$ cat src/rtl/z85_block_seq.sv
// Block transfer / compare / I/O sequencer for the Z85 core (LDI/CPI/INI/OUTI and
// their decrement and repeat forms), plus the flag helpers those instructions share.
package z85_flags_pkg;

   function automatic logic even_parity(input logic [7:0] v);
      return ~(^v);
   endfunction

   function automatic logic [7:0] flags_ld_block(input logic [7:0] f, input logic [7:0] a,
                                                 input logic [7:0] data, input logic [15:0] bc_after);
      logic [7:0] n;
      n = a + data;
      return {f[7], f[6], n[1], 1'b0, n[3], (bc_after != 16'h0000), 1'b0, f[0]};
   endfunction

   function automatic logic [7:0] flags_cp_block(input logic [7:0] f, input logic [7:0] a,
                                                 input logic [7:0] data, input logic [15:0] bc_after);
      logic [7:0] res;
      logic [7:0] n;
      logic       h;
      res = a - data;
      h   = (a[3:0] < data[3:0]);
      n   = res - {7'd0, h};
      return {res[7], (res == 8'h00), n[1], h, n[3], (bc_after != 16'h0000), 1'b1, f[0]};
   endfunction

   // k mixes the transferred byte with C+/-1 (input) or the new L (output)
   function automatic logic [7:0] flags_block_io(input logic [7:0] data, input logic [7:0] b_after,
                                                 input logic [7:0] c, input logic [7:0] l_after,
                                                 input logic is_in, input logic inc);
      logic [7:0] c_adj;
      logic [8:0] k;
      c_adj = inc ? c + 8'd1 : c - 8'd1;
      k     = {1'b0, data} + {1'b0, (is_in ? c_adj : l_after)};
      return {b_after[7], (b_after == 8'h00), b_after[5], k[8], b_after[3],
              even_parity({5'd0, k[2:0]} ^ b_after), data[7], k[8]};
   endfunction

endpackage

// state | meaning
// IDLE  | waiting for start
// RD    | read request outstanding (mem[HL] or io[BC])
// WR    | write request outstanding (mem[DE], mem[HL] or io[{B-1,C}])
// FIN   | iteration committed; done pulse or loop back to RD
module z85_block_seq
   import z85_flags_pkg::*;
(
   input  logic        clk,
   input  logic        rst_n,
   input  logic        start,
   input  logic [3:0]  op,
   input  logic [7:0]  a_in,
   input  logic [7:0]  f_in,
   input  logic [15:0] bc_in,
   input  logic [15:0] de_in,
   input  logic [15:0] hl_in,
   input  logic        irq_pending,
   output logic        bus_req,
   output logic        bus_we,
   output logic        bus_io,
   output logic [15:0] bus_addr,
   output logic [7:0]  bus_wdata,
   input  logic        bus_ack,
   input  logic [7:0]  bus_rdata,
   output logic        busy,
   output logic        done,
   output logic        rep_pending,
   output logic [15:0] bc_o,
   output logic [15:0] de_o,
   output logic [15:0] hl_o,
   output logic [7:0]  f_o
);

   typedef enum logic [1:0] {IDLE, RD, WR, FIN} state_t;

   localparam logic [1:0] K_LD  = 2'b00;
   localparam logic [1:0] K_CP  = 2'b01;
   localparam logic [1:0] K_IN  = 2'b10;
   localparam logic [1:0] K_OUT = 2'b11;

   state_t      state;
   logic [1:0]  kind_q;
   logic        dec_q;
   logic        rep_q;
   logic        cont_q;
   logic [7:0]  a_q;
   logic [7:0]  data_q;

   logic [7:0]  byte_now;
   logic [7:0]  cp_res;
   logic [15:0] hl_nx;
   logic [15:0] de_nx;
   logic [15:0] bc_nx;
   logic [7:0]  f_nx;
   logic        cont_nx;
   logic        last_xfer;

   function automatic logic [15:0] rd_addr(input logic [1:0] kind, input logic [15:0] bc,
                                           input logic [15:0] hl);
      return (kind == K_IN) ? bc : hl;
   endfunction

   assign busy      = (state != IDLE);
   assign last_xfer = bus_ack && ((state == WR) || ((state == RD) && (kind_q == K_CP)));

   // CP commits on the read ack, so its byte comes straight off the bus
   always_comb begin
      byte_now = (kind_q == K_CP) ? bus_rdata : data_q;
      cp_res   = a_q - byte_now;
      hl_nx    = dec_q ? hl_o - 16'd1 : hl_o + 16'd1;
      de_nx    = de_o;
      bc_nx    = {bc_o[15:8] - 8'd1, bc_o[7:0]};
      f_nx     = flags_block_io(byte_now, bc_nx[15:8], bc_o[7:0], hl_nx[7:0],
                                (kind_q == K_IN), !dec_q);
      cont_nx  = rep_q && (bc_nx[15:8] != 8'h00);
      case (kind_q)
         K_LD: begin
            de_nx   = dec_q ? de_o - 16'd1 : de_o + 16'd1;
            bc_nx   = bc_o - 16'd1;
            f_nx    = flags_ld_block(f_o, a_q, byte_now, bc_nx);
            cont_nx = rep_q && (bc_nx != 16'h0000);
         end
         K_CP: begin
            bc_nx   = bc_o - 16'd1;
            f_nx    = flags_cp_block(f_o, a_q, byte_now, bc_nx);
            cont_nx = rep_q && (bc_nx != 16'h0000) && (cp_res != 8'h00);
         end
         default: ;
      endcase
   end

   always_ff @(posedge clk or negedge rst_n) begin
      if (!rst_n) begin
         state       <= IDLE;
         kind_q      <= K_LD;
         dec_q       <= 1'b0;
         rep_q       <= 1'b0;
         cont_q      <= 1'b0;
         a_q         <= 8'h00;
         data_q      <= 8'h00;
         bus_req     <= 1'b0;
         bus_we      <= 1'b0;
         bus_io      <= 1'b0;
         bus_addr    <= 16'h0000;
         bus_wdata   <= 8'h00;
         done        <= 1'b0;
         rep_pending <= 1'b0;
         bc_o        <= 16'h0000;
         de_o        <= 16'h0000;
         hl_o        <= 16'h0000;
         f_o         <= 8'h00;
      end else begin
         done        <= 1'b0;
         rep_pending <= 1'b0;
         case (state)
            IDLE: begin
               if (start) begin
                  kind_q   <= op[3:2];
                  dec_q    <= op[1];
                  rep_q    <= op[0];
                  a_q      <= a_in;
                  f_o      <= f_in;
                  bc_o     <= bc_in;
                  de_o     <= de_in;
                  hl_o     <= hl_in;
                  bus_req  <= 1'b1;
                  bus_we   <= 1'b0;
                  bus_io   <= (op[3:2] == K_IN);
                  bus_addr <= rd_addr(op[3:2], bc_in, hl_in);
                  state    <= RD;
               end
            end
            RD: begin
               if (bus_ack) begin
                  data_q <= bus_rdata;
                  if (kind_q == K_CP) begin
                     bus_req <= 1'b0;
                     bus_io  <= 1'b0;
                     state   <= FIN;
                  end else begin
                     bus_we    <= 1'b1;
                     bus_io    <= (kind_q == K_OUT);
                     bus_wdata <= bus_rdata;
                     case (kind_q)
                        K_LD:    bus_addr <= de_o;
                        K_IN:    bus_addr <= hl_o;
                        default: bus_addr <= {bc_o[15:8] - 8'd1, bc_o[7:0]};
                     endcase
                     state <= WR;
                  end
               end
            end
            WR: begin
               if (bus_ack) begin
                  bus_req <= 1'b0;
                  bus_we  <= 1'b0;
                  bus_io  <= 1'b0;
                  state   <= FIN;
               end
            end
            FIN: begin
               if (cont_q) begin
                  bus_req  <= 1'b1;
                  bus_we   <= 1'b0;
                  bus_io   <= (kind_q == K_IN);
                  bus_addr <= rd_addr(kind_q, bc_o, hl_o);
                  state    <= RD;
               end else begin
                  state <= IDLE;
               end
            end
            default: state <= IDLE;
         endcase
         // Decide continue vs. done on the commit edge so done is registered in FIN
         if (last_xfer) begin
            bc_o        <= bc_nx;
            de_o        <= de_nx;
            hl_o        <= hl_nx;
            f_o         <= f_nx;
            done        <= !cont_nx || irq_pending;
            rep_pending <= cont_nx && irq_pending;
            cont_q      <= cont_nx && !irq_pending;
         end
      end
   end

endmodule

$ cat config.mk
export PLATFORM = sky130hd
export DESIGN_NAME = z85_block_seq
export DESIGN_NICKNAME = d
export VERILOG_FILES = /design/src/rtl/z85_block_seq.sv
export SDC_FILE = /design/constraint.sdc
export NUM_CORES = 1
export LEC_CHECK = 0
export ABC_AREA = 1
export BUFFER_PORTS_ARGS = -buffer_cell sky130_fd_sc_hd__buf_4
export CORE_UTILIZATION = 45
export DETAILED_ROUTE_END_ITERATION = 10
export HOLD_SLACK_MARGIN = 0.08
export PLACE_DENSITY = 0.67
export SLEW_MARGIN = 0
export SYNTH_ARGS = -nofsm -noshare
export SYNTH_HDL_FRONTEND = slang
export SYNTH_SLANG_ARGS = --single-unit
$ cat constraint.sdc
create_clock -name clk -period 4.5 [get_ports clk]
set_input_delay 0.45 -clock clk [delete_from_list [all_inputs] [get_ports clk]]
set_output_delay 0.45 -clock clk [all_outputs]
set_load 0.005 [all_outputs]
# --- After elaboration in Yosys (flattened, before gate mapping) ---
# Index checks and enable logic that the tools add are counted.
word_totals:
  inputBits: 81
  regBits: 108
  wordCells: 144
classes:
  n_mux: 53
  reduce_logical: 37
  n_lt_le_gt_ge: 1
  bitwise: 3
  n_eq_ne: 17
  add_sub_neg: 12
ops:
  columns: ["op", "count"]
  rows:
  - ["2-to-1 mux 16 bit", 19]
  - ["2-to-1 mux 8 bit", 6]
  - ["one-hot mux 16 bit (3 select lines)", 1]
  - ["subtractor 16 x 1 -> 16 bit (second input constant)", 3]
  - ["adder 16 x 1 -> 16 bit (second input constant)", 2]
  - ["one-hot mux 16 bit (2 select lines)", 1]
  - ["2-to-1 mux 1 bit", 17]
  - ["logical NOT 8 bit", 2]
  - ["inequality test 2 bit (second input constant)", 8]
  - ["one-hot mux 8 bit (2 select lines)", 1]
  - ["nonzero test 16 bit", 1]
  - ["nonzero test 8 bit", 2]
  - ["subtractor 8 x 1 -> 8 bit (second input constant)", 2]
  - ["AND reduction 3 bit", 5]
  - ["AND reduction 5 bit", 3]
  - ["one-hot mux 1 bit (4 select lines)", 3]
  - ["== test 2 bit (second input constant)", 5]
  - ["adder 8 x 8 -> 9 bit", 1]
  - ["adder 8 x 1 -> 8 bit (second input constant)", 1]
  - ["one-hot mux 2 bit (4 select lines)", 1]
  - ["AND reduction 4 bit", 2]
  - ["parity 8 bit", 1]
  - ["subtractor 8 bit", 1]
  - ["XOR 3 x 8 -> 8 bit", 1]
  - ["16 further kinds", 34]

# --- Logic depth before layout (Yosys ltp) ---
logic_depth:
  depth_word: 9
  depth_mapped: 20

# --- Worst setup path before layout ---
# OpenSTA, ideal clock, no wires.
synth_path:
  path_kind: "flip-flop to flip-flop"
  from: "register dec_q"
  to: "register f_o[4]"
  path_slack_ps: 945
  setup_time_ps: 116
  t_arrival_ps: 3439
  stages_incl_launch_ff: 21
  t_required_ps: 4384
  synth_period_minus_slack_ps: 3555
  cell_sequence: "dfrtp_1 -> ha_1 -> a21oi_1 -> nand2_1 -> nand2_1 -> nand2_1 -> a21oi_1 -> nor2_1 -> o21ai_0 -> nand2_1 -> o21ai_0 -> o21ai_0 -> ha_1 -> nand2_1 -> nor2_1 -> a2111oi_0 -> nand2_1 -> nand2_1 -> nand2_1 -> nand2_1 -> nand2_1"
synth_between:
  elab_chain_len: 5
  word_cells_on_any_way: 6
  cone_classes: "add/sub: 1; mux: 5"
synth_lines:
  columns: ["element", "line", "source"]
  rows:
  - ["from (decl)", "84", "logic dec_q;"]
  - ["from (signal assigned)", "160", "dec_q <= op[1];"]
  - ["2-to-1 mux 16 bit or 2-to-1 mux 8 bit (tied branches)", "111, 33", null]
  - ["2-to-1 mux 8 bit (*)", "34", "k = {1'b0, data} + {1'b0, (is_in ? c_adj : l_after)};"]
  - ["adder 8 x 8 -> 9 bit (*)", "34", null]
  - ["one-hot mux 8 bit (2 select lines) (*)", "117", "case (kind_q)"]
  - ["2-to-1 mux 8 bit (*)", "216", "if (last_xfer) begin"]
  - ["to (signal assigned)", "163", "f_o <= f_in;"]
  - ["to (signal assigned)", "220", "f_o <= f_nx;"]
  - ["to (decl)", "72", "output logic [7:0] f_o"]
# Mark *: on every way between the ends. The rest lies on a longest branch, timed or not. The select of a mux whose other input is x is not followed.
# A chain may end at the register's enable or synchronous reset.

# --- Worst setup path in the final report ---
# Ends and elaborated chain as after synthesis.

==> results.md <==
* Fin nets at approximately 1,500
* Worst-Margin Slew at about 860 ps
* Slowest stage delay, CP at between 500 and 600 ps
* PnR worst setup slack at about 950 ps
* Routed met1 length at approximately 14,000 microns
* Clock Sink Count at around 110
* Layout cells sized above 1 at 16.1%
* Critical path startpoint category: register
* Post-synth net total at 1,371
* Multi-input gate area at between 5000 and 6000 sq um
* Seq cells post-synth at 108
* Pwr Density at approximately 940 nW/um^2
* Status: complete, no violations
* Final Util at a little under three fifths
* Area of the die at slightly below 20,000 sq um
* DR pass1 iterations at 5
* WL/cell at 19.7 microns
* Reported max-cap violation count at 0
* Routed length on met3 at approximately 2400 microns
* Slew margin rel. at a little over two fifths
* CTS resizes at 0
* Buffers & Inverters on Critical Path at 1
* Critical Path, Cell by Cell: buf_4, ha_1, or2_2, nand2_1, o21ai_0, xor2_1, nand2_1, o21ai_0, ha_1, nand2_1, nor2_1, a2111oi_0, nand2_1, nand2_1, nand2_1, nand2_1, nand2_1
* CP max FO at 22
* Non-Filler Instances at roughly 1,600
* CTS tree: done
* Ys flop type: dfrtp_1
* Fin Clk Skew at between 10 and 15 ps
* YS warnings at 0
* Ys async rst share at between 90% and 100%
* Syn-to-layout area delta at 20.8%
* Final GP Congestion at between 0.9 and 1
* Clk pin slew, worst setup/hold paths at 80 ps
* Bufs on Longest Clock Path at 2
* Largest net degree at the start of global routing at 57
* Drt initial violations at 761
* Post-Syn Instances at ~1,200
* Final ANT Viol Nets at 0
* Core area at 18,700 sq um
* Top sig layer: met4
* Critical path endpoint category: register
* H-tree Lvls at 3
* DRC viols at 0
* Max-slew violation count at 0
* First-pass GRT wire length at between 40,000 and 50,000 microns
* Most Frequent Cell on Critical Path: nand2_1
* Pwr Total at approximately 9.7 mW
* Overflow after GRT at 0
* Top Ports at roughly 170
* Diodes inserted at 0
* VDD IR-drop max at slightly below 0.5 mV
* Die width at about 140 microns
* Root Buffer Master: clkbuf_16
* Placed insts at 1,599
* Final-report setup violation count at 0
* Pleak at approximately 5.3 nW
* Fill cell count at between 1,500 and 2,000
* Pre-CTS setup slack at 1010 ps
* Die height at ~140 microns
* Fin crit share at between 70% and 80%
* TritonCTS Buffers at 9
* Post-Syn Area at 8590 sq um
* Vias in the first global route at 8,814
* Worst hold path type: in -> async
* Synth unique cells at 50
* Rows at 50
* Critical path's slowest cell: dfrtp_1
* EDFF count, synth at 0
* Peak Freq at approximately 280 MHz
* DR vias at between 9,000 and 10,000
* Overall global routing resource usage at roughly a third
* Vias/cell at 5.64
* Post-CTS Setup Repair Bufs at 0
* Post-layout instance area at 10,400 sq um
* Placed Instance Area at slightly above 10,000 sq um
* Initial Utilization at 45.9%
* Min Clock Period, post-route at 3550 ps
* Final setup TNS at 0 ps
* CTS hold repair buffers at 0
* Final wirelength at between 30,000 and 40,000 microns
* Skew-Pair Late Insertion Delay at between 300 and 400 ps
* Port Buf Inserts at ~170
* RSZ-0062 raised after global routing: false
* Syn_area_per_cell at about 7.0 sq um
* Hold slack at around 130 ps
* Largest delay contributor family on the critical path: simple AND/OR/NAND/NOR gates
* Required @ worst endpoint at 4760 ps
* Antenna violations before repair at 0
* FF+latch area at 2700 sq um
* Final Hold Fails at 0
* Arrival @ worst endpoint at 3810 ps
* Met2 WL at roughly 14,000 microns
* DP Wirelength at approximately 25,000 microns
* CP Class: reg -> reg
* Seq/Total Area, Yosys at approximately a third
## sequential cells by signal, summed over array words and instances, names as in the netlist
| signal | cells |
|---|---|
| bc_o | 16 |
| bus_addr | 16 |
| de_o | 16 |
| hl_o | 16 |
| a_q | 8 |
| bus_wdata | 8 |
| data_q | 8 |
| f_o | 8 |
| kind_q | 2 |
| state | 2 |
| bus_io | 1 |
| bus_req | 1 |
| bus_we | 1 |
| cont_q | 1 |
| dec_q | 1 |
| done | 1 |
| rep_pending | 1 |
| rep_q | 1 |
## power breakdown
| part | internal (mW) | switching, mW | leakage (nW) | total (mW) |
|---|---|---|---|---|
| clock | 0.393 | 0.432 | 0.146 | 0.825 |
| combinational | 2.61 | 4.26 | 3.80 | 6.86 |
| sequential | 1.46 | 0.589 | 1.31 | 2.05 |
| total | 4.46 | 5.28 | 5.25 | 9.74 |
## cell families (layout without fill, tap and decap cells)
group | after synthesis | count (layout) | share of synthesized area, %
compound gates | 321 | 321 | 22.1
xor+xnor | 35 | 35 | 3.57
fa+ha+maj | 65 | 65 | 9.91
buf+inv | 189 | 345 | 8.51
flops | 108 | 108 | 31.5
simple gates | 507 | 507 | 24.4
## routing by layer
metal / vias up / global-route usage (%)
met4: 0 / 11.5
met3: 50 / 6.67
met2: 385 / 53.2
met1: 4228 / 45.3
met5: - / 0
li1: 4443 / -
## placed cells by master (no fill, tap or decap), types with 3 or more instances in the layout
cell type	synthesis	layout
nor2_2	4	4
o221ai_1	6	6
nand4_1	19	19
a22oi_1	6	6
xor2_1	23	23
o22ai_1	17	17
o31ai_1	3	3
clkbuf_16	0	9
a21oi_1	77	77
a41oi_1	13	13
o21ai_0	130	130
o21bai_1	7	7
a221oi_1	4	4
nand3b_1	4	4
ha_1	60	60
o211ai_1	24	24
inv_8	0	3
clkinv_1	3	3
buf_4	1	181
nor3_1	7	6
o21a_1	6	6
a31oi_1	8	8
inv_1	138	138
or2_2	9	9
nor2_1	106	106
dfrtp_1	108	108
nand3_1	58	58
a21o_1	4	4
xnor2_1	12	12
fa_1	5	5
nand2_1	295	295
inv_2	5	5
## final cells by class
class | count | area share, %
clock buffers | 9 | 2.17
clock inverters | 7 | 0.627
inverters | 147 | 5.34
multi-input cells | 928 | 49.7
flip-flops and latches | 108 | 26.0
well taps | 234 | 2.82
repair buffers | 182 | 13.3
## cell usage after synthesis, types with 3 or more instances
cell	count	share of area [%]
nand2_1	295	13
inv_1	138	6.0
o21ai_0	130	7.6
dfrtp_1	108	31
nor2_1	106	4.6
a21oi_1	77	4.5
ha_1	60	8.7
nand3_1	58	3.4
clkbuf_1	28	1.2
o211ai_1	24	2.1
xor2_1	23	2.3
nand4_1	19	1.4
o22ai_1	17	1.2
a41oi_1	13	1.3
xnor2_1	12	1.2
buf_2	11	0.64
or2_2	9	0.66
a31oi_1	8	0.58
nor3_1	7	0.41
o21bai_1	7	0.61
a22oi_1	6	0.52
o21a_1	6	0.52
o221ai_1	6	0.61
fa_1	5	1.2
inv_2	5	0.22
a21o_1	4	0.35
a221oi_1	4	0.41
nand3b_1	4	0.35
nor2_2	4	0.29
clkinv_1	3	0.13
o31ai_1	3	0.26
## worst register-to-register path, delay by kind of cell (launching register included)
kind	cells	cell delay [ps]
and+or+nand+nor	10	1040
buffers and inverters	1	360
adders and majority gates	2	600
AOI/OAI and AO/OA	3	620
DFF	1	530
xor gates and xnor gates	1	290
## worst paths after layout
kind,end,from,cells after the start,slack (ps)
max,f_o[4],dec_q,17,950
min,a_q[7],rst_n,1,130
max reg2reg,f_o[4],dec_q,17,950
min reg2reg,data_q[5],data_q[5],2,490
max in group asynchronous,bus_addr[6],rst_n,2,3590
min in group clk,a_q[5],a_in[5],3,270
Note: power is estimated with default switching activity, not from simulation.
